$ cat src/rtl/mux_rr_arbiter.sv
// Round-robin arbiter for eight requesters sharing one 8:1 select-driven mux.
// Drives a registered 3-bit select and a one-hot grant, and holds them for the
// owner's transfer. Ownership is revoked after MAX_HOLD valid cycles so that no
// requester can starve the others.
module mux_rr_arbiter #(
    parameter int unsigned MAX_HOLD = 4,
    parameter int unsigned HOLD_W   = 4
) (
    input  logic       clk,
    input  logic       reset_n,
    input  logic [7:0] req,
    input  logic       done,
    output logic [2:0] select,
    output logic [7:0] grant,
    output logic       valid,
    output logic       expired
);

    localparam logic [0:0] ST_IDLE = 1'b0;
    localparam logic [0:0] ST_BUSY = 1'b1;

    localparam logic [HOLD_W-1:0] HOLD_LAST = HOLD_W'(MAX_HOLD - 1);

    logic [0:0]        state_q,    state_d;
    logic [2:0]        ptr_q,      ptr_d;
    logic [2:0]        owner_q,    owner_d;
    logic [HOLD_W-1:0] hold_cnt_q, hold_cnt_d;
    logic [2:0]        select_q,   select_d;
    logic [7:0]        grant_q,    grant_d;
    logic              valid_q,    valid_d;
    logic              expired_q,  expired_d;

    logic       found;
    logic [2:0] winner;
    logic [2:0] idx;
    logic       owner_req;
    logic       at_limit;
    logic       release_now;
    logic       timeout;

    // Rotating priority search: first requester at or after ptr, wrapping mod 8.
    always_comb begin
        found  = 1'b0;
        winner = ptr_q;
        idx    = '0;
        for (int unsigned i = 0; i < 8; i++) begin
            idx = ptr_q + 3'(i);
            if (!found && req[idx]) begin
                found  = 1'b1;
                winner = idx;
            end
        end
    end

    // Release conditions for the current owner; timeout only when the hold
    // limit is the sole reason for giving up the mux.
    always_comb begin
        owner_req   = req[owner_q];
        at_limit    = (hold_cnt_q == HOLD_LAST);
        release_now = done | ~owner_req | at_limit;
        timeout     = at_limit & ~done & owner_req;
    end

    // Next-state logic for the IDLE/BUSY controller and its registered outputs.
    always_comb begin
        state_d    = state_q;
        ptr_d      = ptr_q;
        owner_d    = owner_q;
        hold_cnt_d = hold_cnt_q;
        select_d   = select_q;
        grant_d    = '0;
        valid_d    = 1'b0;
        expired_d  = 1'b0;

        case (state_q)
            ST_IDLE: begin
                if (found) begin
                    state_d    = ST_BUSY;
                    owner_d    = winner;
                    select_d   = winner;
                    grant_d    = 8'b1 << winner;
                    valid_d    = 1'b1;
                    hold_cnt_d = '0;
                end
            end
            ST_BUSY: begin
                if (release_now) begin
                    state_d   = ST_IDLE;
                    ptr_d     = owner_q + 3'd1;
                    expired_d = timeout;
                end else begin
                    hold_cnt_d = hold_cnt_q + 1'b1;
                    grant_d    = grant_q;
                    valid_d    = 1'b1;
                end
            end
            default: begin
                state_d = ST_IDLE;
            end
        endcase
    end

    // State and output registers with asynchronous active-low reset.
    always_ff @(posedge clk or negedge reset_n) begin
        if (!reset_n) begin
            state_q    <= ST_IDLE;
            ptr_q      <= '0;
            owner_q    <= '0;
            hold_cnt_q <= '0;
            select_q   <= '0;
            grant_q    <= '0;
            valid_q    <= 1'b0;
            expired_q  <= 1'b0;
        end else begin
            state_q    <= state_d;
            ptr_q      <= ptr_d;
            owner_q    <= owner_d;
            hold_cnt_q <= hold_cnt_d;
            select_q   <= select_d;
            grant_q    <= grant_d;
            valid_q    <= valid_d;
            expired_q  <= expired_d;
        end
    end

    assign select  = select_q;
    assign grant   = grant_q;
    assign valid   = valid_q;
    assign expired = expired_q;

endmodule

$ cat config.mk
export PLATFORM = sky130hd
export DESIGN_NAME = mux_rr_arbiter
export DESIGN_NICKNAME = d
export VERILOG_FILES = /design/src/rtl/mux_rr_arbiter.sv
export SDC_FILE = /design/constraint.sdc
export NUM_CORES = 1
export LEC_CHECK = 0
export CORE_MARGIN = 5
export CORE_UTILIZATION = 56
export DETAILED_ROUTE_END_ITERATION = 10
export PLACE_DENSITY = 0.8
export SLEW_MARGIN = 25
export SYNTH_ARGS = -nofsm -noshare
export SYNTH_HDL_FRONTEND = slang
export SYNTH_SLANG_ARGS = --single-unit
$ cat constraint.sdc
create_clock -name clk -period 3.92 [get_ports clk]
set_input_delay 1.176 -clock clk [delete_from_list [all_inputs] [get_ports clk]]
set_output_delay 1.176 -clock clk [all_outputs]
set_load 0.01 [all_outputs]
Word-level counts from Yosys, hierarchy flattened
Cells that the tools add are included.
{"block": "totals", "elab_cells": 97, "in_bits": 11, "out_inout_bits": 13, "register_bits": 20}
{"block": "classes", "magnitude_cmp": 9, "n_shift": 1, "eq_ne": 4, "mux": 44, "reduce_logical": 17, "n_addsub": 9, "n_bitwise": 7}
{"operator": "$lt 3x4->1 const B", "n": 9}
{"operator": "$bmux 1 s3", "n": 9}
{"operator": "$mux 1", "n": 21}
{"operator": "$mux 3", "n": 7}
{"operator": "$mux 8", "n": 2}
{"operator": "$pmux 8 s2", "n": 1}
{"operator": "$add 3x3->3 const B", "n": 4}
{"operator": "$mux 4", "n": 2}
{"operator": "$pmux 4 s2", "n": 1}
{"operator": "$shl 1x3->8 const A", "n": 1}
{"operator": "$logic_and 1x1->1", "n": 7}
{"operator": "$logic_not 1->1", "n": 7}
{"operator": "$add 3x1->3 const B", "n": 2}
{"operator": "$add 3x2->3 const B", "n": 2}
{"operator": "$reduce_and 2->1", "n": 3}
{"operator": "$add 4x1->4 const B", "n": 1}
{"operator": "$eq 4x2->1 const B", "n": 1}
{"operator": "$ne 2x2->1 const B", "n": 2}
{"operator": "$not 1->1", "n": 3}
{"operator": "$and 1x1->1", "n": 2}
{"operator": "$ne 2x1->1 const B", "n": 1}
{"operator": "$or 1x1->1", "n": 2}
{"operator": "$pmux 1 s2", "n": 1}

Depth between registers and ports, before layout
Gate-level depths: netlist of run 1.
{"block": "logic_depth", "ltp_word": 27, "ltp_mapped": 13, "mapped_depth_nobuf": 9}

Worst setup path after synthesis of run 1
OpenSTA, ideal clock, no wires.
{"block": "synth_timing", "path_type": "reg-to-reg", "from": "register ptr_q[1]", "to": "register grant_q[0], in the netlist grant[0]", "slack_ns": 0.639, "arrival_time_ns": 3.159, "path_buffers": 3, "period_less_slack_ns": 3.281, "stages_incl_launch_ff": 12, "required_ns": 3.798, "setup_ns": 0.122, "cell_sequence": "dfrtp_1 > buf_2 > buf_2 > inv_1 > ha_1 > buf_6 > mux4_2 > mux2_4 > a2bb2oi_2 > o31ai_4 > mux2_2 > a32o_1"}
{"block": "synth_via", "elab_chain_len": 27, "word_cells_on_any_way": 55, "cone_classes": "7 x add/sub; 1 x shift; 33 x mux; 14 x reduce/logical"}
{"item": "start, declared", "line_no": "25", "source": "logic [2:0] ptr_q, ptr_d;"}
{"item": "start signal, assigned", "line_no": "116", "source": "ptr_q <= ptr_d;"}
{"item": "branches (longest 25 deep; another with $add 3x1->3)"}
{"item": "$mux 8 (*)", "line_no": "77", "source": "if (found) begin"}
{"item": "$pmux 8 s2 (*)", "line_no": "75", "source": "case (state_q)"}
{"item": "end signal, assigned", "line_no": "120", "source": "grant_q <= grant_d;"}
{"item": "end, declared", "line_no": "29", "source": "logic [7:0] grant_q, grant_d;"}
Mark *: on every way between the ends. The select of a mux whose other input is x is not followed.
A chain may end at the register's enable or synchronous reset.

Worst setup path after layout of run 1
{"block": "layout_timing", "from": "input req[5]", "to": "register grant_q[1], in the netlist grant[1]"}
{"block": "layout_via", "elab_chain_len": 27, "word_cells_on_any_way": 54, "cone_classes": "1 x eq/ne; 1 x shift; 35 x mux; 3 x bitwise; 14 x reduce/logical"}
{"item": "start, declared", "line_no": "11", "source": "input logic [7:0] req,"}
{"item": "$bmux 1 s3", "line_no": "48", "source": "if (!found && req[idx]) begin"}
{"item": "$mux 1 (implied by the code)", "line_no": "48"}
{"item": "$mux 1", "line_no": "48"}
{"item": "$logic_not 1->1", "line_no": "48"}
{"item": "$logic_and 1x1->1", "line_no": "48"}
{"item": "$mux 1", "line_no": "48"}
{"item": "$logic_not 1->1", "line_no": "48"}
{"item": "$logic_and 1x1->1", "line_no": "48"}
{"item": "[... 11 more ...]"}
{"item": "$logic_and 1x1->1", "line_no": "48"}
{"item": "$mux 1", "line_no": "48"}
{"item": "$logic_not 1->1", "line_no": "48"}
{"item": "$logic_and 1x1->1", "line_no": "48"}
{"item": "$mux 3", "line_no": "48"}
{"item": "$shl 1x3->8", "line_no": "81", "source": "grant_d = 8'b1 << winner;"}
{"item": "$mux 8", "line_no": "77"}
{"item": "$pmux 8 s2", "line_no": "75"}
Several ways; a longest one is shown, not always the timed one. The select of a mux whose other input is x is not followed.

==> metrics.cfg, run 1 <==
[global_route]
grt_first_pass_wirelength_um=7780
grt_overflow=0
grt_pass1_vias=1615
grt_max_degree=21
grt_usage=0.220
antenna_found_initial=0

[cells_and_area]
drive_above_1_share=0.226
final_common_cell=nand2_1
num-fill-cells=281
fin_cells=245
nets=215
multi_input_area_sq_um=1350
area_delta_synth_final_pct=15.6
antennaDiodeCount=0
final_cell_mix=29 x nand2_1, 23 x clkdlybuf4s50_1, 20 x dfrtp_1, 17 x mux4_2
seqCellArea_sq_um=500

[clock_tree]
cts_setup_buffers=0
hold_buffers=0
htreeDepth=1
cts_inserted_buffers=3
clock_path_buffers=2
cts-root-buf=clkbuf_4
clock-sinks=20
clkSlewWorstSetupHoldPaths_ps=120
clkLatencyLatePin_ps=300
cts_tree=done
cts_resized=0

[run]
maxCapViolations=0

[logic_synthesis]
synth_compound_area_frac=0.191
synth_top_family_by_area=multiplexers
synthMuxAreaShare=0.331
synth_xor_area_frac=0.0264
postSynthCellCount=178
synth_area_leaders=dfrtp_1 26%, mux4_2 20%, nand2_1 5.6%, mux2i_1 3.6%, mux2i_2 2.8%
async_reset_ff_frac=1.00
synth_edf_count=0
ys_seq_area_frac=0.257
synth_nets=193
synth_warnings=0
synthFlopType=dfrtp_1
synth.top_cell.area_share=0.257
synth_seq_cells=20
yosys.area.top_type=dfrtp_1
avgSynthCellArea_sq_um=10.9
ys_types=58
synthAdderAreaFrac=0.0257
synth-simple-area-share=0.121
synth.cell_area_sq_um=1950

[setup_path]
crit_type=input pin to register
cp.required_ps=4130
cp_max_fo=10
r2r_setup_slack_ps=550
end_kind=register
critPathArrivalTime_ps=3930
r2r-end=grant[1]
crit_path_start=req[5]
ff2ff_path_depth=9
start_kind=input pin
r2r-start=ptr_q[0]
endpoint=grant[1]

[placement]
port_buffers=23
dp_hpwl_um=3530
gp_congestion=0.961
dp_cells=241
post-place-ws_ps=-135

[floorplan]
core-area_sq_um=3360
ios=24
die-height_um=68.9
initial_core_util=0.578
die_x_um=68.9
dieArea_sq_um=4750
rows=21

[sta]
max_freq_mhz=268
hold_ws_ps=492
relSlewSlack=0.413
min_period_over_period=0.951
worstMarginPinSlew_ps=878
hold_viol_final=0
tns_ps=0
fin_crit_ps=3730
layout_setup_ws_ps=191
slew_viol_final=0
setup_viol=0
rsz0062_at_grt=no
finClkSkew_ps=9.26

[routing]
wire_per_inst_um=18.9
drc=0
vias_per_cell=6.60
ant_nets=0
dr.pass1.iters=4
via_count=1618
drt_iter0_markers=128
routed_wirelength_um=4640

[outcome]
status=finished, final reports clean

[worst_hold_path]
hp-class=register to register

## cell families (layout without fill, tap and decap cells)
group | after synthesis | count (layout)
buffers and inverters | 17 | 38
AND/OR/NAND/NOR | 52 | 52
flip-flops | 20 | 20
XOR/XNOR | 5 | 5
AO/OA/AOI/OAI | 44 | 44
adder cells (fa/ha/maj) | 4 | 4
multiplexers | 36 | 36
## worst min-delay path by stage
stage	slack, ps	from	cells after the start	end
floorplan	450	hold_cnt_q[3]	1	hold_cnt_q[3]
global placement	460	grant[5]	2	grant[5]
detailed placement	470	grant[4]	2	grant[4]
CTS	490	grant[4]	2	grant[4]
global route	510	grant[4]	2	grant[4]
finish	490	grant[4]	2	grant[4]
## cells in the mapped netlist (3+ instances only)
master / instances
a32o_1: 4
buf_2: 3
buf_6: 3
dfrtp_1: 20
ha_1: 4
inv_1: 6
mux2_2: 4
mux2i_1: 7
mux2i_2: 4
mux4_2: 17
nand2_1: 29
nand3_1: 3
nor2_1: 7
o21ai_0: 7
o21ai_1: 3
o31ai_1: 5
xnor2_1: 3
## layer usage
metal,track usage,share of wire,vias to the layer above
met1,0.293,0.42,816
li1,-,-,742
met3,0.0259,0.051,9
met4,0.0730,0.013,0
met5,0,0,-
met2,0.371,0.51,51
## state kept, by name, summed over array words and instances, names as in the netlist
| name | count |
|---|---|
| expired | 1 |
| ptr_q | 3 |
| grant | 8 |
| hold_cnt_q | 4 |
| valid | 1 |
| select | 3 |
## final cells by class
type,instances,share of cell area
repair buffers,27,0.116
well taps,46,0.0256
clock inverters,1,0.0134
flip-flops and latches,20,0.223
clock buffers,3,0.0100
inverters,7,0.0117
multi-input cells,141,0.601
## critical path: stages
cell and delay, ps:
clkdlybuf4s50_1 580, mux4_1 670, mux2i_2 300, nand3b_1 130
a221o_1 370, o2111ai_1 150, o311ai_2 230, a32o_1 320
## through the flow
stage	utilization	instance area, sq um
after floorplan	-	1950
after global placement	0.653	2200
after detailed placement	0.653	2200
after CTS	0.669	2250
after global routing	0.669	2250
final	0.669	2250
Power of run 1 is not shown: default switching activity piles up to over one toggle a cycle in this logic, so the estimate is an artifact.
==> inputs of run 2 (changes only) <==
GPL_ROUTABILITY_DRIVEN = 0   (was unset)
==> metrics.cfg, run 2 (synthesis gave the netlist of run 1 again) <==
[sta]
finClkSkew_ps=16.4
rsz0062_at_grt=no
relSlewSlack=0.412
hold_viol_final=0
min_period_over_period=0.948
slew_viol_final=0
fin_crit_ps=3710
layout_setup_ws_ps=205
worstMarginPinSlew_ps=879
max_freq_mhz=269
setup_viol=0

[floorplan]
ios=24
die_x_um=68.9
dieArea_sq_um=4750
initial_core_util=0.578
core-area_sq_um=3360
rows=21
die-height_um=68.9

[setup_path]
end_kind=register
cp.required_ps=4130
crit_type=input pin to register
critPathArrivalTime_ps=3930
start_kind=input pin
cp_max_fo=10

[routing]
drt_iter0_markers=76
drc=0
ant_nets=0
wire_per_inst_um=18.8
vias_per_cell=6.49
routed_wirelength_um=4630
via_count=1596
dr.pass1.iters=4

[clock_tree]
htreeDepth=1
clkLatencyLatePin_ps=310
clock_path_buffers=2
cts_resized=0
clkSlewWorstSetupHoldPaths_ps=130
clock-sinks=20
cts-root-buf=clkbuf_4
hold_buffers=0
cts_setup_buffers=0
cts_inserted_buffers=3
cts_tree=done

[global_route]
grt_first_pass_wirelength_um=7780
grt_usage=0.216
grt_pass1_vias=1639
antenna_found_initial=0
grt_overflow=0
grt_max_degree=21

[cells_and_area]
final_common_cell=nand2_1
nets=216
utilization=0.671
antennaDiodeCount=0
area_delta_synth_final_pct=15.9
final_cell_mix=29 x nand2_1, 23 x clkdlybuf4s50_1, 20 x dfrtp_1, 17 x mux4_2
largest_reg_flops=8
drive_above_1_share=0.230

[placement]
port_buffers=23
dp_hpwl_um=3560
post-place-ws_ps=-109

[worst_hold_path]
hp-class=register to register

[outcome]
status=finished, final reports clean

[run]
maxCapViolations=0

[run 2: path summary, 6_finish.rpt]
kind                                from       endpoint  slack, ps  cells past startpoint
setup / recovery                  req[5]       grant[1]        210                      8
hold / removal             hold_cnt_q[3]  hold_cnt_q[3]        500                      1
min in group asynchronous        reset_n  hold_cnt_q[1]       1350                      1
max in group asynchronous        reset_n      select[0]       2020                      1
setup reg to reg                ptr_q[0]       grant[1]        520                      9
hold reg to reg            hold_cnt_q[3]  hold_cnt_q[3]        500                      1
[run 2: final cells by class]
type                            instances  area, sq um
Sequential cell                        20          500
Timing Repair Buffer                   28          268
Multi-Input combinational cell        141         1350
Tap cell                               46         57.6
Clock buffer                            3         22.5
Inverter                                7         26.3
Clock inverter                          1         30.0
Fill cell                             283         1110
[run 2: layer usage]
layer  global-route usage  wire, um
met1                0.283      1960
met5                    0         0
met4               0.0438        56
met3               0.0227       234
met2                0.387      2380
[run 2: critical path, stage by stage]
cell and delay [ps]:
clkdlybuf4s50_1 560, mux4_1 620, nand2b_1 250, a2bb2oi_2 250, a221o_1 330, o2111ai_1 150
o311ai_2 250, a32o_1 330
[run 2: per-stage QoR]
step | setup TNS (ps) | cell area, sq um | hold WS, ps | std cells
3_5_place_dp | -359 | 2200 | 476 | 242
3_3_place_gp | -16.3 | 2200 | 465 | 242
2_1_floorplan | 0 | 1950 | 453 | 178
4_1_cts | 0 | 2260 | 499 | 246
6_report | 0 | 2260 | 500 | 246
5_1_grt | 0 | 2260 | 511 | 246
Power of run 2 is left out for the same reason.
